<file path="src/rtl/probe_capture_buffer.sv">
// probe_capture_buffer: selects one of NUM_CH probe channels through a
// registered selector and captures its valid samples into a DEPTH-entry
// buffer (free-run, triggered or single-shot). The buffer is drained through
// a FIFO-style read port.
module probe_capture_buffer #(
  parameter int NUM_CH = 8,
  parameter int DATA_W = 4,
  parameter int DEPTH  = 16
) (
  input  logic                              inClock,
  input  logic                              inReset,
  input  logic [NUM_CH*DATA_W-1:0]          inProbe,
  input  logic [NUM_CH-1:0]                 inProbeValid,
  input  logic                              inCfgWrite,
  input  logic [$clog2(NUM_CH)-1:0]         inCfgSel,
  input  logic [1:0]                        inCfgMode,
  input  logic [DATA_W-1:0]                 inCfgTrig,
  input  logic                              inArm,
  input  logic                              inAbort,
  input  logic                              inReadEnable,
  output logic [DATA_W-1:0]                 outData,
  output logic                              outValid,
  output logic [DATA_W-1:0]                 outLiveData,
  output logic [$clog2(DEPTH):0]            outCount,
  output logic                              outEmpty,
  output logic                              outFull,
  output logic                              outOverflow,
  output logic [1:0]                        outState
);

  localparam int SEL_W = $clog2(NUM_CH);
  localparam int PTR_W = $clog2(DEPTH);
  localparam int CNT_W = PTR_W + 1;

  typedef enum logic [1:0] {
    IDLE    = 2'b00,
    ARMED   = 2'b01,
    CAPTURE = 2'b10,
    DONE    = 2'b11
  } state_t;

  state_t              state;
  state_t              state_next;

  logic [SEL_W-1:0]    cfg_sel;
  logic [1:0]          cfg_mode;
  logic [DATA_W-1:0]   cfg_trig;

  logic [DATA_W-1:0]   mem [DEPTH];
  logic [PTR_W-1:0]    wr_ptr;
  logic [PTR_W-1:0]    rd_ptr;
  logic [CNT_W-1:0]    count;
  logic                overflow;
  logic [DATA_W-1:0]   data_q;
  logic                valid_q;
  logic [DATA_W-1:0]   live_q;

  logic                sample_valid;
  logic [DATA_W-1:0]   sample_data;
  logic                full;
  logic                empty;
  logic                cfg_open;
  logic                free_mode;
  logic                trig_mode;
  logic                arm_fire;
  logic                read_fire;
  logic                wr_fire;
  logic                drop;

  assign sample_valid = inProbeValid[cfg_sel];
  assign sample_data  = inProbe[int'(cfg_sel)*DATA_W +: DATA_W];
  assign full         = (count == CNT_W'(DEPTH));
  assign empty        = (count == '0);
  assign cfg_open     = (state == IDLE) || (state == DONE);
  assign free_mode    = (cfg_mode == 2'b00);
  assign trig_mode    = (cfg_mode == 2'b01);
  // Abort outranks arm; an arm clears the buffer so a same-cycle read is void.
  assign arm_fire     = inArm && !inAbort && cfg_open;
  assign read_fire    = inReadEnable && !empty && !arm_fire;

  // Next-state and write/drop decision for the capture sequencer.
  always_comb begin
    state_next = state;
    wr_fire    = 1'b0;
    drop       = 1'b0;
    if (inAbort) begin
      state_next = IDLE;
    end else begin
      case (state)
        IDLE, DONE: begin
          if (inArm) state_next = trig_mode ? ARMED : CAPTURE;
        end
        ARMED: begin
          if (sample_valid && (sample_data == cfg_trig)) begin
            wr_fire    = 1'b1;
            state_next = CAPTURE;
          end
        end
        CAPTURE: begin
          if (sample_valid) begin
            if (!full || read_fire) begin
              wr_fire = 1'b1;
              // Only a write that actually grows the count to DEPTH ends a shot.
              if (!free_mode && !read_fire && (count == CNT_W'(DEPTH - 1)))
                state_next = DONE;
            end else if (free_mode) begin
              drop = 1'b1;
            end
          end
        end
        default: state_next = IDLE;
      endcase
    end
  end

  // State register.
  always_ff @(posedge inClock or negedge inReset) begin
    if (!inReset) state <= IDLE;
    else          state <= state_next;
  end

  // Configuration registers, writable only while no capture is running.
  always_ff @(posedge inClock or negedge inReset) begin
    if (!inReset) begin
      cfg_sel  <= '0;
      cfg_mode <= 2'b00;
      cfg_trig <= '0;
    end else if (inCfgWrite && cfg_open) begin
      cfg_sel  <= inCfgSel;
      cfg_mode <= inCfgMode;
      cfg_trig <= inCfgTrig;
    end
  end

  // Pointers, occupancy count and sticky overflow flag.
  always_ff @(posedge inClock or negedge inReset) begin
    if (!inReset) begin
      wr_ptr   <= '0;
      rd_ptr   <= '0;
      count    <= '0;
      overflow <= 1'b0;
    end else if (arm_fire) begin
      wr_ptr   <= '0;
      rd_ptr   <= '0;
      count    <= '0;
      overflow <= 1'b0;
    end else begin
      if (wr_fire)   wr_ptr <= wr_ptr + PTR_W'(1);
      if (read_fire) rd_ptr <= rd_ptr + PTR_W'(1);
      case ({wr_fire, read_fire})
        2'b10:   count <= count + CNT_W'(1);
        2'b01:   count <= count - CNT_W'(1);
        default: count <= count;
      endcase
      if (drop) overflow <= 1'b1;
    end
  end

  // Capture RAM; contents need no reset because pointers define validity.
  always_ff @(posedge inClock) begin
    if (wr_fire) mem[wr_ptr] <= sample_data;
  end

  // Registered read port and live view of the selected channel.
  always_ff @(posedge inClock or negedge inReset) begin
    if (!inReset) begin
      data_q  <= '0;
      valid_q <= 1'b0;
      live_q  <= '0;
    end else begin
      valid_q <= read_fire;
      if (read_fire) data_q <= mem[rd_ptr];
      live_q  <= sample_data;
    end
  end

  assign outData     = data_q;
  assign outValid    = valid_q;
  assign outLiveData = live_q;
  assign outCount    = count;
  assign outEmpty    = empty;
  assign outFull     = full;
  assign outOverflow = overflow;
  assign outState    = state;

endmodule

</file>
<file path="config.mk">
export PLATFORM = sky130hd
export DESIGN_NAME = probe_capture_buffer
export DESIGN_NICKNAME = d
export VERILOG_FILES = /design/src/rtl/probe_capture_buffer.sv
export SDC_FILE = /design/constraint.sdc
export NUM_CORES = 1
export LEC_CHECK = 0
export BUFFER_PORTS_ARGS = -buffer_cell sky130_fd_sc_hd__buf_2
export CORE_AREA = 4 4 131 133
export DETAILED_ROUTE_END_ITERATION = 10
export DIE_AREA = 0 0 135 137
export PLACE_DENSITY = 0.44
export SKIP_CTS_REPAIR_TIMING = 1
export SLEW_MARGIN = 15
export SYNTH_ARGS = -nofsm -noshare
export SYNTH_HDL_FRONTEND = slang
export SYNTH_SLANG_ARGS = --single-unit
</file>
<file path="constraint.sdc">
create_clock -name inClock -period 6.1 [get_ports inClock]
set_clock_uncertainty 0.15 [all_clocks]
set_input_delay 0.915 -clock inClock [delete_from_list [all_inputs] [get_ports inClock]]
set_output_delay 0.915 -clock inClock [all_outputs]
set_load 0.02 [all_outputs]
</file>
=== After elaboration in Yosys (flattened, before gate mapping) ===
Memories as Yosys holds them, arrays and structs flattened. A register that Yosys moved wholly into a read port is not among the register bits.
Cells that the tools add are included.

* Register bits after elaboration: 30
* Bits in latches: 0
* Bits in writable memories: 64
* Bits in read-only memories: 0
* Output and inout bits: 19
* Logic and storage cells: 87
* Memories: 1

* $add $sub $neg: 4
* $mul: 0
* Div/mod/pow operators: 0
* $lt $le $gt $ge: 1
* Eq/ne operators: 14
* Shift-type cells: 1
* Multiplexer cells: 30
* Bitwise logic cells: 0
* Reductions and logical operators: 26

{| class="wikitable"
|+ Memories
! memory !! words !! width !! read ports !! clocked after memory_dff !! write ports !! line !! text
|-
| mem || 16 || 4 || 1 || 1 || 1 || 49 || <nowiki>logic [DATA_W-1:0] mem [DEPTH];</nowiki>
|}

{| class="wikitable"
|+ Operator list
! operator !! number
|-
| 32-bit by 6-bit indexed part select with 4-bit output || 1
|-
| 4-bit two-way mux || 4
|-
| 3-bit inequality test, second input constant || 5
|-
| 1-bit two-way mux || 14
|-
| 2-bit two-way mux || 7
|-
| 5-bit one-hot mux with 2 select lines || 1
|-
| 4-bit by 1-bit adder with 4-bit output, second input constant || 2
|-
| 1-bit logical AND || 8
|-
| 1-bit zero test || 7
|-
| 2-bit by 1-bit == test with 1-bit output, second input constant || 3
|-
| 2-bit == test, second input constant || 3
|-
| 2-bit one-hot mux with 3 select lines || 1
|-
| 2-bit nonzero test || 3
|-
| 5-bit by 1-bit adder with 5-bit output, second input constant || 1
|-
| 5-bit by 4-bit == test with 1-bit output, second input constant || 1
|-
| 5-bit == test, second input constant || 1
|-
| 5-bit zero test || 1
|-
| 5-bit two-way mux || 1
|-
| 5-bit AND reduction || 1
|-
| 5-bit by 1-bit subtractor with 5-bit output, second input constant || 1
|-
| 4-bit == test || 1
|-
| 2-bit zero test || 2
|-
| 3-bit by 4-bit less-than comparator with 1-bit output, second input constant || 1
|-
| 1-bit binary-select mux with 3-bit select || 1
|-
| other kinds (4) || 5
|}

=== Depth between registers and ports, before layout ===
Gate-level depths: netlist of run 1.

* Word-level depth: 13
* Mapped depth: 15
* Gate-level depth less buffers: 13

=== Least setup slack after synthesis of run 1 ===
No wires, ideal clock.

* Kind: in2reg
* Start: input inProbe[15]
* End: register count[4] (netlist: outCount[4])
* Setup time: 0.086 ns
* Arrival: 3.446 ns
* Data required time: 5.864 ns
* Setup slack: 2.419 ns
* Stages on the path: 14
* Cell sequence: mux4_1 -> mux2i_1 -> xnor2_1 -> nor3_4 -> a31oi_1 -> buf_4 -> nand2_1 -> inv_2 -> ha_1 -> nor2b_1 -> o21ai_0 -> nor2b_1 -> mux2i_1 -> a32oi_1

* Longest elaborated chain between the ends: 9
* Elaborated cells between the ends (all ways): 11
* Classes of those cells: eq/ne (3); shift (1); mux (5); reduce/logical (2)

{| class="wikitable"
|+ Ends and longest elaborated chain
! element !! line !! text
|-
| start, declared || 12 || <nowiki>input logic [NUM_CH*DATA_W-1:0] inProbe,</nowiki>
|-
| 32-bit by 6-bit indexed part select with 4-bit output * || 71 || <nowiki>assign sample_data = inProbe[int'(cfg_sel)*DATA_W +: DATA_W];</nowiki>
|-
| 4-bit == test * || 94 || <nowiki>if (sample_valid && (sample_data == cfg_trig)) begin</nowiki>
|-
| 1-bit logical AND * || 94 ||
|-
| 1-bit two-way mux * || 94 ||
|-
| 1-bit one-hot mux with 2 select lines * || 89 || <nowiki>case (state)</nowiki>
|-
| 1-bit two-way mux * || 86 || <nowiki>if (inAbort) begin</nowiki>
|-
| 2-bit by 1-bit == test with 1-bit output / 2-bit == test (equally long branches) || 150 || <nowiki>case ({wr_fire, read_fire})</nowiki>
|-
| 5-bit one-hot mux with 2 select lines || 150 ||
|-
| 5-bit two-way mux || 142 || <nowiki>end else if (arm_fire) begin</nowiki>
|-
| end signal, assigned || 151 || <nowiki>2'b10: count <= count + CNT_W'(1);</nowiki>
|-
| end signal, assigned || 152 || <nowiki>2'b01: count <= count - CNT_W'(1);</nowiki>
|-
| end signal, assigned || 153 || <nowiki>default: count <= count;</nowiki>
|-
| end, declared || 52 || <nowiki>logic [CNT_W-1:0] count;</nowiki>
|}

Mark *: on every way between the ends. The rest lies on a longest branch, timed or not.
A chain may end at the register's enable or synchronous reset.

=== Final worst setup path of run 1 ===
* Start: register cfg_sel[1]
* End: register count[4] (netlist: outCount[4])

* Longest elaborated chain between the ends: 9
* Elaborated cells between the ends (all ways): 14
* Classes of those cells: eq/ne (3); shift (1); mux (8); reduce/logical (2)

{| class="wikitable"
|+ Ends and longest elaborated chain
! element !! line !! text
|-
| start, declared || 45 || <nowiki>logic [SEL_W-1:0] cfg_sel;</nowiki>
|-
| start signal, assigned || 129 || <nowiki>cfg_sel <= inCfgSel;</nowiki>
|-
| 32-bit by 6-bit indexed part select with 4-bit output / 1-bit binary-select mux with 3-bit select (equally long branches) || 71, 70 ||
|-
| 4-bit == test / 1-bit two-way mux (equally long branches) || 94, 70 ||
|-
| 1-bit logical AND || 94 ||
|-
| 1-bit two-way mux || 94 ||
|-
| 1-bit one-hot mux with 2 select lines * || 89 ||
|-
| 1-bit two-way mux * || 86 ||
|-
| 2-bit by 1-bit == test with 1-bit output / 2-bit == test (equally long branches) || 150 ||
|-
| 5-bit one-hot mux with 2 select lines || 150 ||
|-
| 5-bit two-way mux || 142 ||
|}

Mark *: on every way between the ends. The rest lies on a longest branch, timed or not. The select of a mux whose other input is x is not followed.

==> impl_metrics.env, run 1 <==
export IMPL_status="completed"
export IMPL_clk_latency_ps=350
export IMPL_avgRoutedWirePerCell_um=17.46
export IMPL_drv_slew=0
export IMPL_route_detailed_drc=0
export IMPL_dp_cells=589
export IMPL_grt_start_max_net_pins=35
export IMPL_leakage_nw=2.124
export IMPL_seq_power_share=0.391
export IMPL_synth_edff_count=64
export IMPL_period_minus_slack_ps=3955
export IMPL_ff2ff_path_depth=14
export IMPL_setup_viol=0
export IMPL_syn_area_mm2=0.004742
export IMPL_drtPass1Iterations=4
export IMPL_vias_per_cell=4.681
export IMPL_multiInputGateArea_mm2=0.001821
export IMPL_reg2reg_setup_slack_ps=2140
export IMPL_die_y_um=137
export IMPL_grt_remaining_overflow=0
export IMPL_fp_row_count=46
export IMPL_dp_final_hpwl_um=7815
export IMPL_hold_viol_final=0
export IMPL_place_congestion=0.7760
export IMPL_tns_ps=0
export IMPL_cts_sinks=98
export IMPL_path_cells="mux4_1, mux2i_1, xnor2_1, nor3_4, a31oi_1, buf_4, nand2_1, inv_2, ha_1, nor2b_1, o21ai_0, nor2b_1, mux2i_1, a32oi_1"
export IMPL_drive_gt1_frac=0.3728
export IMPL_cp_start_kind="flip-flop"
export IMPL_drv_cap=0
export IMPL_layout_cells_non_filler=605
export IMPL_grt_pass1_wl_um=16910
export IMPL_rr_startpoint="cfg_sel[1]$_DFFE_PN0P_"
export IMPL_critPathKind="flip-flop to flip-flop"
export IMPL_fmax_mhz=252.8
export IMPL_hold_path_end="outOverflow$_DFFE_PN0P_"
export IMPL_synth_flop_cell="edfxtp_1"
export IMPL_htreeDepth=3
export IMPL_pwr_share_clk=0.206
export IMPL_syn_nets=378
export IMPL_nFillCells=1530
export IMPL_p_per_area_mw_per_mm2=486.9
export IMPL_synth_seq_cells=98
export IMPL_final_cell_mix="buf_2, edfxtp_1, dfrtp_1, mux4_2, nor2_1"
export IMPL_intPower_mw=1.713
export IMPL_path_buf_inv=2
export IMPL_ir_worst_vdd_mv=0.1920
export IMPL_start_util=0.2996
export IMPL_yosys_area_top_type_share=0.4053
export IMPL_postSynthAreaPerCell_um2=15.20
export IMPL_port_buffers=73
export IMPL_synth_area_leaders="edfxtp_1, dfrtp_1, mux4_2"
export IMPL_regArea_mm2=0.002773
export IMPL_worst_path_max_fanout=12
export IMPL_power_frac_comb=0.403
export IMPL_cp_slowest_cell="dfrtp_1"
export IMPL_grt_usage=0.1212
export IMPL_hp_class="flip-flop to flip-flop"
export IMPL_worst_r2r_endpoint="outCount[4]$_DFFE_PN0P_"
export IMPL_hold_slack_ps=341.1
export IMPL_cts_buffer_depth=2
export IMPL_min_path_cells=2
export IMPL_io_pins=74
export IMPL_antenna_found_initial=0
export IMPL_period_share=0.6484
export IMPL_ant_nets=0
export IMPL_cts_buffers=9
export IMPL_slowest_delay_ps=710
export IMPL_synth_largest_area_cell="edfxtp_1"
export IMPL_synthCells=312
export IMPL_die_w_um=135
export IMPL_syn_to_final_growth_pct=18.47
export IMPL_cp_top_family="multiplexers"
export IMPL_rsz0062_at_grt="false"
export IMPL_synth_warnings=0
export IMPL_grt_pass1_vias=3077
export IMPL_ys_seq_area_frac=0.5847
export IMPL_synthDistinctLibCells=50
export IMPL_worstMarginPinSlew_ps=1070
export IMPL_die_area_mm2=0.01850
export IMPL_nNetsFinal=450
export IMPL_cp_arrival_ps=4060
export IMPL_crit_path_end_kind="flip-flop"
export IMPL_relSlewSlack=0.2804
export IMPL_p_switching_mw=1.022
export IMPL_clk_pin_slew_ps=70
export IMPL_hp_start="outOverflow$_DFFE_PN0P_"
export IMPL_antenna_cells=0
export IMPL_vias=2832
export IMPL_coreArea_mm2=0.01583
export IMPL_routed_wl_um=10560
export IMPL_cts_tree="done"
export IMPL_postSynth_asyncResetShare=0.3469
export IMPL_cts_root_buf="clkbuf_16"
export IMPL_layout_commonest_cell="buf_2"
export IMPL_swShare=0.3737
export IMPL_drt_initial_drc_count=169
export IMPL_critPathRequiredTime_ps=6210
[routing by layer]
layer	global-route usage	share of wire	up-vias
met5	0	0	-
met4	0.02520	0.0085	0
met3	0.04890	0.061	7
met2	0.1940	0.48	80
met1	0.1567	0.45	1410
li1	-	-	1335
[layout make-up]
class	count	area share
clock inverters	6	0.01069
flip-flops and latches	98	0.4935
repair buffers	76	0.06904
inverters	18	0.01203
clock buffers	10	0.04254
well taps	216	0.04811
multi-input cells	181	0.3241
[synthesized netlist by cell type, types with 2 or more instances]
cell type,n
nor4_1,5
mux2_2,14
o31ai_1,2
or3_1,2
xnor2_1,7
buf_2,2
ha_1,10
dfrtp_1,34
o21ai_0,2
nor3b_1,2
inv_2,2
a22oi_1,3
a31oi_1,4
nand2_1,11
nand3_1,6
nand4_1,2
o21ai_1,2
xor2_1,4
nor3_1,5
a32oi_1,2
buf_4,2
or4_1,2
nand2b_1,4
inv_1,16
buf_1,2
nor2b_1,4
edfxtp_1,64
clkbuf_1,7
and2_1,9
buf_6,2
mux2i_1,4
nor2_1,22
a21oi_1,6
mux4_2,31
[metrics by stage]
step           setup WS, ps    util  power, mW  area (µm²)
2_1_floorplan          2419       -      1.889        4742
3_3_place_gp           2075  0.3360      2.195        5319
3_5_place_dp           1977  0.3360      2.213        5319
4_1_cts                2120  0.3549      2.785        5618
5_1_grt                1840  0.3549      2.933        5618
6_report               2145  0.3549      2.735        5618
[power by group through the flow]
stage / combinational, mW / sequential [mW] / clock [mW]
2_1_floorplan: 0.828 / 1.06 / 0
3_3_place_gp: 1.11 / 1.08 / 0
3_5_place_dp: 1.12 / 1.09 / 0
4_1_cts: 1.13 / 1.07 / 0.584
5_1_grt: 1.23 / 1.09 / 0.613
6_report: 1.10 / 1.07 / 0.564
[registers in the layout, indices dropped and copies added (netlist names)]
| signal | cells |
|---|---|
| outData | 4 |
| wr_ptr | 4 |
| cfg_mode | 2 |
| cfg_sel | 3 |
| rd_ptr | 4 |
| outLiveData | 4 |
| outOverflow | 1 |
| cfg_trig | 4 |
| outCount | 5 |
| mem | 64 |
| outState | 2 |
| outValid | 1 |
[worst reg2reg max path, stage by stage, from the launching register on]
cell     delay [ps]
dfrtp_1         710
mux4_1          620
mux2i_1         230
xnor2_1         160
nor3_4          290
a31oi_1         120
buf_4           210
nand2_1         130
inv_2            60
ha_1            310
nor2b_1         140
o21ai_0         220
nor2b_1         230
mux2i_1          90
a32oi_1         200
[how the worst max path moves through the flow]
stage	startpoint	endpoint	slack [ps]	cells after the start
after detailed placement	inProbe[15]	outCount[4]$_DFFE_PN0P_	1980	15
after global placement	inProbe[15]	outCount[4]$_DFFE_PN0P_	2080	15
after CTS	cfg_sel[1]$_DFFE_PN0P_	outCount[4]$_DFFE_PN0P_	2120	14
final	cfg_sel[1]$_DFFE_PN0P_	outCount[4]$_DFFE_PN0P_	2140	14
after floorplan	inProbe[15]	outCount[4]$_DFFE_PN0P_	2420	14
after global routing	cfg_sel[0]$_DFFE_PN0P_	outCount[4]$_DFFE_PN0P_	1840	14
[cell families after synthesis]
family	share of synthesized area
mux	0.1992
buf+inv	0.03140
xor+xnor	0.02032
simple gates	0.08733
compound gates	0.04644
fa+ha+maj	0.03061
flops	0.5847
Note: power is estimated with default switching activity, not from simulation.
==> run 2: changes to the inputs <==
- ABC_AREA: not set -> 1
- CORE_AREA: 4 4 131 133 -> 4 4 132 134
- DIE_AREA: 0 0 135 137 -> 0 0 136 138
- clock period: 6.1 -> 4.15 ns (I/O delays scaled with it)
==> run 2 against run 1 <==
Effect of this change:
- first-iteration DRC count up 43%
- combinational power up 48%
- area after synthesis up 1.2%
- critical path depth up 3
- critical path type unchanged
- highest routed layer unchanged
==> impl_metrics.env, run 2 <==
export IMPL_finalInstanceArea_mm2=0.005652
export IMPL_worst_path_max_fanout=13
export IMPL_drt_initial_drc_count=241
export IMPL_cts_buffers=9
export IMPL_grt_usage=0.1293
export IMPL_ys_seq_area_frac=0.5778
export IMPL_start_util=0.2946
export IMPL_cts_tree="done"
export IMPL_coreArea_mm2=0.01629
export IMPL_fmax_mhz=301.9
export IMPL_drv_cap=0
export IMPL_cp_slowest_cell="dfrtp_1"
export IMPL_postSynth_asyncResetShare=0.3469
export IMPL_status="completed"
export IMPL_htreeDepth=3
export IMPL_cts_buffer_depth=2
export IMPL_fp_row_count=47
export IMPL_avgRoutedWirePerCell_um=15.21
export IMPL_slowest_delay_ps=390
export IMPL_cts_sinks=98
export IMPL_regMostFlops="mem"
export IMPL_post_place_ws_ps=785.7
export IMPL_largest_reg_flops=64
export IMPL_period_minus_slack_ps=3313
export IMPL_period_share=0.7983
export IMPL_die_area_mm2=0.01877
export IMPL_port_buffers=73
export IMPL_drive_gt1_frac=0.2043
export IMPL_synth_flop_cell="edfxtp_1"
export IMPL_regArea_mm2=0.002773
export IMPL_antenna_cells=0
export IMPL_vias_per_cell=4.712
export IMPL_tns_ps=0
export IMPL_syn_to_final_growth_pct=17.78
export IMPL_nFillCells=1680
export IMPL_synth_seq_cells=98
export IMPL_cp_start_kind="flip-flop"
export IMPL_die_w_um=136
export IMPL_setup_viol=0
export IMPL_nNetsFinal=619
export IMPL_syn_area_mm2=0.004798
export IMPL_vias=3666
export IMPL_synth_area_leaders="edfxtp_1, dfrtp_1, nand2_1"
export IMPL_cp_top_family="buffers and inverters"
export IMPL_hold_viol_final=0
export IMPL_fin_ws_ps=837.2
export IMPL_cp_arrival_ps=3400
export IMPL_ant_nets=0
export IMPL_synth_largest_area_cell="edfxtp_1"
export IMPL_crit_path_end_kind="flip-flop"
export IMPL_worstMarginPinSlew_ps=1099
export IMPL_clk_pin_slew_ps=70
export IMPL_utilization=0.3470
export IMPL_hp_class="primary input to async pin"
export IMPL_grt_pass1_wl_um=19100
export IMPL_die_y_um=138
export IMPL_routed_wl_um=11840
export IMPL_antenna_found_initial=0
export IMPL_critPathKind="flip-flop to flip-flop"
export IMPL_drv_slew=0
export IMPL_synthDistinctLibCells=41
export IMPL_clk_latency_ps=350
export IMPL_multiInputGateArea_mm2=0.001747
export IMPL_cts_root_buf="clkbuf_16"
export IMPL_critPathRequiredTime_ps=4240
export IMPL_path_buf_inv=5
export IMPL_synthCells=485
export IMPL_grt_remaining_overflow=0
export IMPL_leakage_nw=2.421
export IMPL_synth_most_common_cell="nand2_1"
export IMPL_ir_worst_vdd_mv=0.3797
export IMPL_synth_warnings=0
export IMPL_post_dp_cell_area_mm2=0.005366
export IMPL_path_cells="inv_1, ha_1, nand3_1, buf_4, nand3_2, inv_1, nand3_2, inv_1, ha_1, a21oi_1, o21ai_0, xor2_1, inv_1, nand2_1, nand2_1, nand2_1, nand2_1"
export IMPL_syn_nets=551
export IMPL_place_congestion=0.8218
export IMPL_layout_commonest_cell="nand2_1"
export IMPL_final_cell_mix="nand2_1, nor2_1, buf_2, edfxtp_1, inv_1"
export IMPL_rsz0062_at_grt="false"
export IMPL_postSynthAreaPerCell_um2=9.894
export IMPL_drtPass1Iterations=4
export IMPL_io_pins=74
export IMPL_yosys_area_top_type_share=0.4005
export IMPL_synth_edff_count=64
export IMPL_grt_start_max_net_pins=37
export IMPL_p_per_area_mw_per_mm2=706.2
export IMPL_synth_common_cells="nand2_1, nor2_1, edfxtp_1"
export IMPL_route_detailed_drc=0
export IMPL_dp_final_hpwl_um=8514
export IMPL_grt_pass1_vias=3749
export IMPL_relSlewSlack=0.2672
[run 2: cell count changes in the layout (fill, tap and decap cells not counted), moves of 9 or more]
cell | previous run | this run
nand2_1 | 11 | 79
o221ai_1 | 0 | 12
inv_1 | 16 | 47
o21ai_0 | 2 | 24
mux2_2 | 14 | 2
nor2_1 | 22 | 75
mux4_2 | 31 | 0
and2_1 | 9 | 0
nand3_1 | 6 | 34
[run 2: cell type report]
class	instances	area share
inverters	49	0.03254
clock buffers	10	0.04228
multi-input cells	319	0.3091
repair buffers	76	0.06863
well taps	220	0.04870
clock inverters	6	0.008191
flip-flops and latches	98	0.4906
[run 2: worst paths after layout]
check                      cells past startpoint                    start  slack [ps]                      end
setup / recovery                              17  outState[0]$_DFFE_PN0P_         840  outCount[4]$_DFFE_PN0P_
hold / removal                                 1                  inReset         220    rd_ptr[2]$_DFFE_PN0P_
setup reg to reg                              17  outState[0]$_DFFE_PN0P_         840  outCount[4]$_DFFE_PN0P_
hold reg to reg                                1   outData[3]$_DFFE_PN0N_         340   outData[3]$_DFFE_PN0N_
max in group asynchronous                      1                  inReset        3110  cfg_trig[0]$_DFFE_PN0P_
min in group inClock                           1   outData[3]$_DFFE_PN0N_         340   outData[3]$_DFFE_PN0N_
[run 2: logic make-up after synthesis]
logic type	count (synthesis)	synth area share
AOI/OAI and AO/OA	73	0.09544
xor gates and xnor gates	3	0.005477
adders and majority gates	11	0.03025
buffers and inverters	68	0.05815
DFF	98	0.5778
muxes	14	0.02973
and+or+nand+nor	218	0.2031
[run 2: worst register-to-register path: stages, from the launching register on]
cell	delay (ps)
dfrtp_1	390
inv_1	60
ha_1	350
nand3_1	110
buf_4	200
nand3_2	160
inv_1	330
nand3_2	280
inv_1	180
ha_1	280
a21oi_1	150
o21ai_0	130
xor2_1	190
inv_1	60
nand2_1	60
nand2_1	50
nand2_1	50
nand2_1	40
[run 2: stage by stage]
stage	std cells	hold slack (ps)	total power, mW
3_3_place_gp	762	326.8	3.233
4_1_cts	778	244.9	4.055
3_5_place_dp	762	330.0	3.245
6_report	778	221.1	3.991
2_1_floorplan	485	176.9	2.730
5_1_grt	778	277.0	4.303
[run 2: per-layer routing]
| layer | share of wire | track usage |
|---|---|---|
| met1 | 0.44 | 0.1611 |
| met2 | 0.52 | 0.2271 |
| met3 | 0.031 | 0.03307 |
| met4 | 0.0090 | 0.02440 |
| met5 | 0 | 0 |
[run 2: report_power, final]
part / switching (mW) / internal, mW
Sequential: 0.190 / 1.37
Combinational: 1.10 / 0.526
Clock: 0.375 / 0.429
